--- src/rtl/ddr_apb_cfg_slave.sv ---
`default_nettype none
// ============================================================================
// Module   : ddr_apb_cfg_slave
// Brief    : APB3 completer holding the DDR controller configuration and
//            control registers, with a programmable number of wait states.
// Revision : 1.0 - initial release
// ----------------------------------------------------------------------------
// Ports
//   sys_clk, sys_rst          clock / asynchronous active-high reset
//   ext_psel .. ext_pwdata    APB request from the external initiator
//   ext_prdata, ext_pready,   APB response, registered, valid only in the
//   ext_pslverr               single completion cycle
//   rtl_ready, init_done      status inputs from the controller core
//   ctrl_enable               CTRL[0]
//   soft_rst_pulse            one-cycle pulse after a write of 1 to CTRL[1]
//   ddr_cfg, timing0          static register contents
//   cfg_update                one-cycle pulse after any successful write
// ============================================================================
module ddr_apb_cfg_slave #(
  parameter int          ADDR_WIDTH  = 10,
  parameter int          WAIT_STATES = 1,
  parameter logic [31:0] ID_VALUE    = 32'h0DD4_0001,
  parameter logic [31:0] DDR_CFG_RST = 32'h0003_0000
) (
  input  logic                  sys_clk,
  input  logic                  sys_rst,
  input  logic                  ext_psel,
  input  logic                  ext_penable,
  input  logic                  ext_pwr,
  input  logic [ADDR_WIDTH-1:0] ext_paddr,
  input  logic [31:0]           ext_pwdata,
  output logic [31:0]           ext_prdata,
  output logic                  ext_pready,
  output logic                  ext_pslverr,
  input  logic                  rtl_ready,
  input  logic                  init_done,
  output logic                  ctrl_enable,
  output logic                  soft_rst_pulse,
  output logic [31:0]           ddr_cfg,
  output logic [31:0]           timing0,
  output logic                  cfg_update
);

  localparam logic [1:0] c_ST_IDLE   = 2'd0;
  localparam logic [1:0] c_ST_SETUP  = 2'd1;
  localparam logic [1:0] c_ST_ACCESS = 2'd2;

  localparam logic [3:0] c_WAIT = 4'(WAIT_STATES);

  localparam logic [ADDR_WIDTH-1:0] c_OFF_CTRL    = ADDR_WIDTH'(32'h000);
  localparam logic [ADDR_WIDTH-1:0] c_OFF_DDR_CFG = ADDR_WIDTH'(32'h004);
  localparam logic [ADDR_WIDTH-1:0] c_OFF_TIMING0 = ADDR_WIDTH'(32'h008);
  localparam logic [ADDR_WIDTH-1:0] c_OFF_STATUS  = ADDR_WIDTH'(32'h00C);
  localparam logic [ADDR_WIDTH-1:0] c_OFF_SCRATCH = ADDR_WIDTH'(32'h010);
  localparam logic [ADDR_WIDTH-1:0] c_OFF_ID      = ADDR_WIDTH'(32'h014);

  logic [1:0]            r_state;
  logic [1:0]            w_next_state;

  logic [ADDR_WIDTH-1:0] r_addr;
  logic                  r_pwr;
  logic [31:0]           r_wdata;
  logic [3:0]            r_cnt;

  logic [31:0]           r_prdata;
  logic                  r_pready;
  logic                  r_pslverr;

  logic                  r_ctrl_enable;
  logic                  r_soft_rst_pulse;
  logic [31:0]           r_ddr_cfg;
  logic [31:0]           r_timing0;
  logic [31:0]           r_scratch;
  logic                  r_cfg_update;

  logic                  w_latch;
  logic                  w_resp;
  logic                  w_commit;

  logic [ADDR_WIDTH-1:0] w_eff_addr;
  logic                  w_eff_wr;
  logic                  w_err;
  logic [31:0]           w_rdata;

  // --------------------------------------------------------------------------
  // FSM: state register
  // --------------------------------------------------------------------------
  always_ff @(posedge sys_clk or posedge sys_rst) begin
    if (sys_rst) begin
      r_state <= c_ST_IDLE;
    end else begin
      r_state <= w_next_state;
    end
  end

  // --------------------------------------------------------------------------
  // FSM: next-state logic
  // --------------------------------------------------------------------------
  always_comb begin
    w_next_state = r_state;
    case (r_state)
      c_ST_IDLE: begin
        // An access phase without a preceding setup phase is ignored.
        if (ext_psel && !ext_penable) begin
          w_next_state = c_ST_SETUP;
        end
      end
      c_ST_SETUP: begin
        w_next_state = ext_psel ? c_ST_ACCESS : c_ST_IDLE;
      end
      c_ST_ACCESS: begin
        if (r_pready || !ext_psel) begin
          w_next_state = c_ST_IDLE;
        end
      end
      default: w_next_state = c_ST_IDLE;
    endcase
  end

  // --------------------------------------------------------------------------
  // FSM: outputs
  //   w_latch  : capture request and load the wait counter
  //   w_resp   : the next cycle is the completion cycle
  //   w_commit : this is the completion cycle of an error-free write
  // --------------------------------------------------------------------------
  always_comb begin
    w_latch  = 1'b0;
    w_resp   = 1'b0;
    w_commit = 1'b0;
    case (r_state)
      c_ST_SETUP: begin
        w_latch = ext_psel;
        w_resp  = ext_psel && (c_WAIT == 4'd0);
      end
      c_ST_ACCESS: begin
        // Counter reaches 1 in the last wait cycle; pready is registered.
        w_resp   = ext_psel && !r_pready && (r_cnt == 4'd1);
        w_commit = r_pready && r_pwr && !r_pslverr;
      end
      default: ;
    endcase
  end

  // --------------------------------------------------------------------------
  // Decode. With no wait states the response is prepared in SETUP, before the
  // latch holds the request, so the live bus is used there.
  // --------------------------------------------------------------------------
  assign w_eff_addr = (r_state == c_ST_SETUP) ? ext_paddr : r_addr;
  assign w_eff_wr   = (r_state == c_ST_SETUP) ? ext_pwr   : r_pwr;

  always_comb begin
    w_err = 1'b0;
    if (w_eff_addr[1:0] != 2'b00) begin
      w_err = 1'b1;
    end
    if (w_eff_addr > c_OFF_ID) begin
      w_err = 1'b1;
    end
    if (w_eff_wr && ((w_eff_addr == c_OFF_STATUS) || (w_eff_addr == c_OFF_ID))) begin
      w_err = 1'b1;
    end
  end

  always_comb begin
    w_rdata = 32'd0;
    case (w_eff_addr)
      c_OFF_CTRL:    w_rdata = {31'd0, r_ctrl_enable};
      c_OFF_DDR_CFG: w_rdata = r_ddr_cfg;
      c_OFF_TIMING0: w_rdata = r_timing0;
      c_OFF_STATUS:  w_rdata = {30'd0, init_done, rtl_ready};
      c_OFF_SCRATCH: w_rdata = r_scratch;
      c_OFF_ID:      w_rdata = ID_VALUE;
      default:       w_rdata = 32'd0;
    endcase
  end

  // --------------------------------------------------------------------------
  // Request latch, wait counter and APB response
  // --------------------------------------------------------------------------
  always_ff @(posedge sys_clk or posedge sys_rst) begin
    if (sys_rst) begin
      r_addr    <= '0;
      r_pwr     <= 1'b0;
      r_wdata   <= 32'd0;
      r_cnt     <= 4'd0;
      r_pready  <= 1'b0;
      r_pslverr <= 1'b0;
      r_prdata  <= 32'd0;
    end else begin
      if (w_latch) begin
        r_addr  <= ext_paddr;
        r_pwr   <= ext_pwr;
        r_wdata <= ext_pwdata;
        r_cnt   <= c_WAIT;
      end else if ((r_state == c_ST_ACCESS) && (r_cnt != 4'd0)) begin
        r_cnt <= r_cnt - 4'd1;
      end
      r_pready  <= w_resp;
      r_pslverr <= w_resp && w_err;
      r_prdata  <= (w_resp && !w_err && !w_eff_wr) ? w_rdata : 32'd0;
    end
  end

  // --------------------------------------------------------------------------
  // Configuration registers; written on the edge ending the completion cycle
  // --------------------------------------------------------------------------
  always_ff @(posedge sys_clk or posedge sys_rst) begin
    if (sys_rst) begin
      r_ctrl_enable    <= 1'b0;
      r_soft_rst_pulse <= 1'b0;
      r_ddr_cfg        <= DDR_CFG_RST;
      r_timing0        <= 32'd0;
      r_scratch        <= 32'd0;
      r_cfg_update     <= 1'b0;
    end else begin
      r_cfg_update     <= w_commit;
      r_soft_rst_pulse <= w_commit && (r_addr == c_OFF_CTRL) && r_wdata[1];
      if (w_commit) begin
        case (r_addr)
          c_OFF_CTRL:    r_ctrl_enable <= r_wdata[0];
          c_OFF_DDR_CFG: r_ddr_cfg     <= r_wdata;
          c_OFF_TIMING0: r_timing0     <= r_wdata;
          c_OFF_SCRATCH: r_scratch     <= r_wdata;
          default: ;
        endcase
      end
    end
  end

  assign ext_prdata     = r_prdata;
  assign ext_pready     = r_pready;
  assign ext_pslverr    = r_pslverr;
  assign ctrl_enable    = r_ctrl_enable;
  assign soft_rst_pulse = r_soft_rst_pulse;
  assign ddr_cfg        = r_ddr_cfg;
  assign timing0        = r_timing0;
  assign cfg_update     = r_cfg_update;

endmodule
`default_nettype wire

--- config.mk ---
export PLATFORM = sky130hd
export DESIGN_NAME = ddr_apb_cfg_slave
export DESIGN_NICKNAME = d
export VERILOG_FILES = /design/src/rtl/ddr_apb_cfg_slave.sv
export SDC_FILE = /design/constraint.sdc
export NUM_CORES = 1
export LEC_CHECK = 0
export BUFFER_PORTS_ARGS = -buffer_cell sky130_fd_sc_hd__buf_2
export CAP_MARGIN = 20
export CORE_ASPECT_RATIO = 1.2
export CORE_MARGIN = 10
export CORE_UTILIZATION = 55
export DETAILED_ROUTE_END_ITERATION = 12
export PLACE_DENSITY_LB_ADDON = 0.15
export REMOVE_ABC_BUFFERS = 1
export SLEW_MARGIN = 10
export SYNTH_ARGS = -nofsm -noshare
export SYNTH_HDL_FRONTEND = slang
export SYNTH_SLANG_ARGS = --single-unit
--- constraint.sdc ---
create_clock -name sys_clk -period 5.6 [get_ports sys_clk]
set_input_delay 0 -clock sys_clk [delete_from_list [all_inputs] [get_ports sys_clk]]
set_output_delay 0 -clock sys_clk [all_outputs]
set_load 0.1 [all_outputs]
==> flow_metrics.env, run 1 <==
export IMPL_cp_slowest_cell="nor2b_4"
export IMPL_drc=0
export IMPL_cts_num_sinks=182
export IMPL_fin_nets=776
export IMPL_path_max_fanout=35
export IMPL_synth_most_common_cell="dfrtp_1"
export IMPL_cp_required_ps=5940
export IMPL_fill_cells=908
export IMPL_outcome="finished, final reports clean"
export IMPL_grt_pass1_wl_microns=30600
export IMPL_ios=150
export IMPL_die_w_microns=127
export IMPL_netlist_top_cells_count="dfrtp_1 (180), mux2_2 (141), nor2_1 (38), a22oi_1 (28), a22o_1 (23)"
export IMPL_rows=46
export IMPL_fin_crit_sh_pct=53.6
export IMPL_critPathKind="flip-flop to flip-flop"
export IMPL_cts_tree="yes"
export IMPL_yosysTopAreaCell="dfrtp_1"
export IMPL_totalWireLength_microns=18900
export IMPL_syn_area_sq_mm=0.00752
export IMPL_grt_max_degree=94
export IMPL_gp_congestion=0.835
export IMPL_min_period_ps=3000
export IMPL_path_cells="or4bb_1, o21ai_0, nor2b_4, a2bb2oi_4, nand3_4, a21oi_1"
export IMPL_postCtsSetupRepairBufs=0
export IMPL_clock_skew_ps=9.42
export IMPL_cts_htree_levels=4
export IMPL_hold_viol_final=0
export IMPL_via_count=5232
export IMPL_area_growth_pct=27.1
export IMPL_leakage_nw=4.77
export IMPL_ys_warn_count=0
export IMPL_die_area_sq_mm=0.0188
export IMPL_synth_area_leaders="dfrtp_1 (60%), mux2_2 (21%), a22oi_1 (2.8%), a22o_1 (2.7%), nor2_1 (1.9%)"
export IMPL_cp_start_kind="flip-flop"
export IMPL_synthFlopType="dfrtp_1"
export IMPL_worst_slew_pin_slew_ps=1080
export IMPL_drv_cap=0
export IMPL_avgSynthCellArea_sq_um=14.2
export IMPL_clock_path_buffers=2
export IMPL_setup_tns_ps=0
export IMPL_synth_distinct_cells=49
export IMPL_slew_viol_final=0
export IMPL_antenna_cells=0
export IMPL_core_area_sq_mm=0.0133
export IMPL_drt_first_pass_iters=5
export IMPL_synth_seq_cells=182
export IMPL_end_kind="flip-flop"
export IMPL_initial_core_util_pct=56.6
export IMPL_antenna_found_initial=0
export IMPL_ant_nets=0
export IMPL_clk_latency_ps=430
export IMPL_drive_above_1_share_pct=47.3
export IMPL_rsz0062_at_grt="no"
export IMPL_grt_use_total_pct=20.4
export IMPL_peakVddDrop_mv=0.239
export IMPL_synthArstFlopShare_pct=100
export IMPL_first_global_vias=5671
export IMPL_clk_pin_slew_ps=70
export IMPL_yosysSeqAreaShare_pct=60.6
export IMPL_die_h_microns=148
export IMPL_synth_edf_count=0
export IMPL_ctsHoldBuffers=49
export IMPL_worstPathArrival_ps=3340
export IMPL_synth_top_area_share_pct=59.9
export IMPL_hpwlAfterDp_microns=11900
export IMPL_cts_buffers=17
export IMPL_cpPeakStageDelay_ps=900
export IMPL_maxSlewHeadroom_pct=27.5
export IMPL_drtIter0Drc=339
export IMPL_final_cells=906
export IMPL_postSynthCellCount=531
export IMPL_grt_overflow_total=0
export IMPL_setup_viol=0
export IMPL_hold_path_class="input pin to async pin"
export IMPL_cts_root_buf="clkbuf_16"
export IMPL_cts_resized=0
export IMPL_power_density_mw_per_mm2=317
export IMPL_dpl_cell_count=822
export IMPL_wl_per_cell_microns=20.9
export IMPL_timing_fmax_mhz=333
export IMPL_drt_vias_per_instance=5.77
export IMPL_io_buffers=149
-- placed cells by master (no fill, tap or decap), types with 5 or more instances in the layout --
cell | netlist | final
clkbuf_16 | 0 | 17
a22oi_1 | 28 | 28
a21oi_1 | 8 | 8
a21o_1 | 5 | 5
nand2b_1 | 5 | 5
mux2_2 | 141 | 141
clkinvlp_4 | 0 | 6
buf_2 | 11 | 149
a22o_1 | 23 | 23
nand2_1 | 9 | 8
dfrtp_1 | 180 | 180
dlygate4sd3_1 | 0 | 49
nor2_1 | 38 | 36
-- final cells by class --
type                    count  area [sq um]  area share, %
flip-flops and latches    182          4560           47.7
multi-input cells         315          2840           29.7
repair buffers            205          1350           14.1
clock buffers              17           425           4.45
well taps                 168           210           2.20
clock inverters            15           155           1.62
inverters                   4          20.0          0.209
-- critical path: cells and delay by family (launching register included) --
kind,cells,cell delay (ps)
AO/OA/AOI/OAI,3,610
flip-flops,1,460
AND/OR/NAND/NOR,3,1820
-- sequential cells by signal, summed over array words and instances, names as in the netlist, 2 cells and up --
name and count:
ddr_cfg 32, ext_prdata 32, r_scratch 32, r_wdata 32, timing0 32, r_addr 10, r_cnt 4, r_state 2
-- logic make-up (layout without fill, tap and decap cells) --
family	Yosys count	count (layout)	share of synthesized area (%)
mux	143	143	21.4
simple gates	82	82	5.94
xor+xnor	3	3	0.349
flops	182	182	60.6
compound gates	85	85	9.07
buf+inv	34	241	2.33
fa+ha+maj	2	2	0.333
-- power breakdown --
group | switching (mW) | total [mW] | internal [mW]
clock network | 0.512 | 1.17 | 0.658
logic | 0.177 | 0.341 | 0.163
registers | 0.102 | 1.52 | 1.42
total | 0.791 | 3.03 | 2.24
-- through the flow --
stage	worst slack (ps)	power, mW	area [sq um]	utilization [%]	hold WS [ps]
floorplan	660	1.73	7360	-	71.4
global placement	2730	1.84	8410	63.2	176
detailed placement	2670	1.86	8410	63.2	162
CTS	2630	3.05	9480	71.3	318
global route	2380	3.17	9560	71.9	321
finish	2600	3.03	9560	71.9	295
-- path summary, 6_finish.rpt --
kind	slack, ps	start	end	cells after the start
worst max-delay path	2600	r_state[0]	ext_prdata[20]	6
worst min-delay path	290	sys_rst	ddr_cfg[19]	3
worst max register to register	2600	r_state[0]	ext_prdata[20]	6
worst min register to register	490	ext_pslverr	cfg_update	1
max in group asynchronous	4030	sys_rst	r_scratch[2]	5
min in group sys_clk	330	ext_pwdata[25]	r_wdata[25]	3
-- metal layers --
metal / wire length [microns] / up-vias / global-route usage [%]
li1: - / 2337 / -
met1: 7800 / 2710 / 24.6
met2: 9680 / 157 / 34.2
met3: 1080 / 28 / 5.41
met4: 329 / 0 / 7.64
met5: 0 / - / 0
Note: power is estimated with default switching activity, not from simulation.
==> run 2, diff against run 1 <==
- CORE_UTILIZATION: 55 -> 50
- clock period: 5.6 -> 2.4 ns (I/O delays scaled with it)
==> run 2 against run 1 <==
Net effect:
- clock skew is essentially flat
- sequential cell count is the same
- final cell count grew 6.2%
- count of clock-buffer cells in the layout grew 6
- clock power grew to 2.6 times the previous value
- sequential share of layout area shrank 1.7 points
- fmax grew 31%
- register-to-register slack lost 2500 ps
- via count shrank 1.1%
- total power grew 150%
- non-clock buffer count grew 20
- largest cell class unchanged
==> flow_metrics.env, run 2 (same netlist as run 1, synthesis figures left out) <==
export IMPL_hold_path_class="input pin to async pin"
export IMPL_layout_common_cells="dfrtp_1 (179), buf_2 (149), mux2_2 (141)"
export IMPL_maxSlewHeadroom_pct=58.6
export IMPL_cp_start_kind="flip-flop"
export IMPL_clock_skew_ps=9.75
export IMPL_outcome="finished, final reports clean"
export IMPL_hpwlAfterDp_microns=13100
export IMPL_critPathKind="flip-flop to flip-flop"
export IMPL_grt_overflow_total=0
export IMPL_crit_family="simple AND/OR/NAND/NOR gates"
export IMPL_path_cells="or4b_1, or4_4, o32a_2, a2bb2oi_4, nand3_4, buf_12, nor2_1"
export IMPL_die_w_microns=132
export IMPL_grt_pass1_wl_microns=31300
export IMPL_rows=49
export IMPL_drive_above_1_share_pct=48.9
export IMPL_drtIter0Drc=257
export IMPL_holdWs_ps=189
export IMPL_dpl_cell_count=881
export IMPL_hold_viol_final=0
export IMPL_gp_congestion=0.886
export IMPL_fin_crit_sh_pct=95.8
export IMPL_grt_max_degree=66
export IMPL_slew_viol_final=0
export IMPL_postCtsSetupRepairBufs=0
export IMPL_timing_fmax_mhz=435
export IMPL_peakVddDrop_mv=0.512
export IMPL_cts_tree="yes"
export IMPL_drc=0
export IMPL_cts_num_sinks=182
export IMPL_multiInputGateArea_sq_mm=0.00286
export IMPL_final_setup_worst_slack_ps=101
export IMPL_final_cells=962
export IMPL_cpPeakStageDelay_ps=510
export IMPL_clk_pin_slew_ps=60
export IMPL_finalPower_mw=7.49
export IMPL_via_count=5175
export IMPL_min_period_ps=2300
export IMPL_rsz0062_at_grt="no"
export IMPL_worstPathArrival_ps=2650
export IMPL_reg2reg_depth=7
export IMPL_core_area_sq_mm=0.0149
export IMPL_worst_slew_pin_slew_ps=620
export IMPL_power_density_mw_per_mm2=755
export IMPL_leakage_nw=4.95
export IMPL_ios=150
export IMPL_antenna_cells=0
export IMPL_totalWireLength_microns=19500
export IMPL_r2r_start="r_state[0]"
export IMPL_cts_buffers=17
export IMPL_drv_cap=0
export IMPL_io_buffers=149
export IMPL_final_util_pct=66.6
export IMPL_final_area_sq_mm=0.00993
export IMPL_clk_latency_ps=430
export IMPL_path_max_fanout=32
export IMPL_cts_htree_levels=4
export IMPL_wl_per_cell_microns=20.3
export IMPL_clock_path_buffers=2
export IMPL_fin_nets=796
export IMPL_die_h_microns=154
export IMPL_cp_slowest_cell="or4b_1"
export IMPL_ant_nets=0
export IMPL_end_kind="flip-flop"
export IMPL_dp_slack_ps=75.0
export IMPL_setup_tns_ps=0
export IMPL_grt_use_total_pct=19.4
export IMPL_die_area_sq_mm=0.0204
export IMPL_worst_path_buf_inv=1
export IMPL_drt_vias_per_instance=5.38
export IMPL_r2r_end="ext_prdata[28]"
export IMPL_fill_cells=1103
export IMPL_final_common_cell="dfrtp_1"
export IMPL_regArea_sq_mm=0.00456
export IMPL_first_global_vias=5659
export IMPL_cp_required_ps=2750
export IMPL_setup_viol=0
export IMPL_initial_core_util_pct=50.5
export IMPL_drt_first_pass_iters=4
export IMPL_area_growth_pct=32.0
export IMPL_placed_cell_area_sq_mm=0.00876
export IMPL_cts_root_buf="clkbuf_16"
export IMPL_r2r_slack_ps=100
export IMPL_antenna_found_initial=0
## run 2: changes by cell type in the layout (fill, tap and decap cells not counted), sizes merged
| cell | delta |
|---|---|
| clkbuf | +6 |
| bufinv | +3 |
| buf | +20 |
| clkinvlp | -6 |
| inv | -3 |
## run 2: report_power, final
group	leakage (nW)	switching, mW	internal, mW
Sequential	2.44	0.242	3.32
Clock	0.327	1.11	1.95
Combinational	2.19	0.435	0.431
## run 2: worst min-delay path: cells and delay by family
family	cells	cell delay, ps
buf+inv	3	1090
## run 2: worst max-delay path by stage
| stage | from | slack, ps | end | depth (start not counted) |
|---|---|---|---|---|
| 4_1_cts | r_state[0] | 30 | ext_prdata[27] | 7 |
| 5_1_grt | r_state[0] | 6 | ext_prdata[1] | 7 |
| 3_3_place_gp | r_state[0] | 120 | timing0[2] | 7 |
| 6_report | r_state[0] | 100 | ext_prdata[28] | 7 |
| 3_5_place_dp | r_state[0] | 80 | ext_prdata[28] | 7 |
| 2_1_floorplan | sys_rst | -2540 | cfg_update | 1 |
## run 2: layout make-up
cell class,count,area share (%)
sequential,182,45.9
inverter,4,0.202
timing repair buffer,225,15.9
clock inverter,9,1.71
multi-input combinational,315,28.8
clock buffer,23,4.92
tap,204,2.57
## run 2: what timing repair did
item,in CTS,in global routing
resized for setup,0,4
hold endpoints to repair,111,0
hold buffers,49,0
setup endpoints to repair,0,65
## run 2: metal layers
layer	routed length, microns	vias to the layer above	track usage [%]
met5	0	-	0
met4	206	0	5.99
met3	872	17	5.09
met2	10200	131	33.2
met1	8250	2661	23.4
li1	-	2366	-
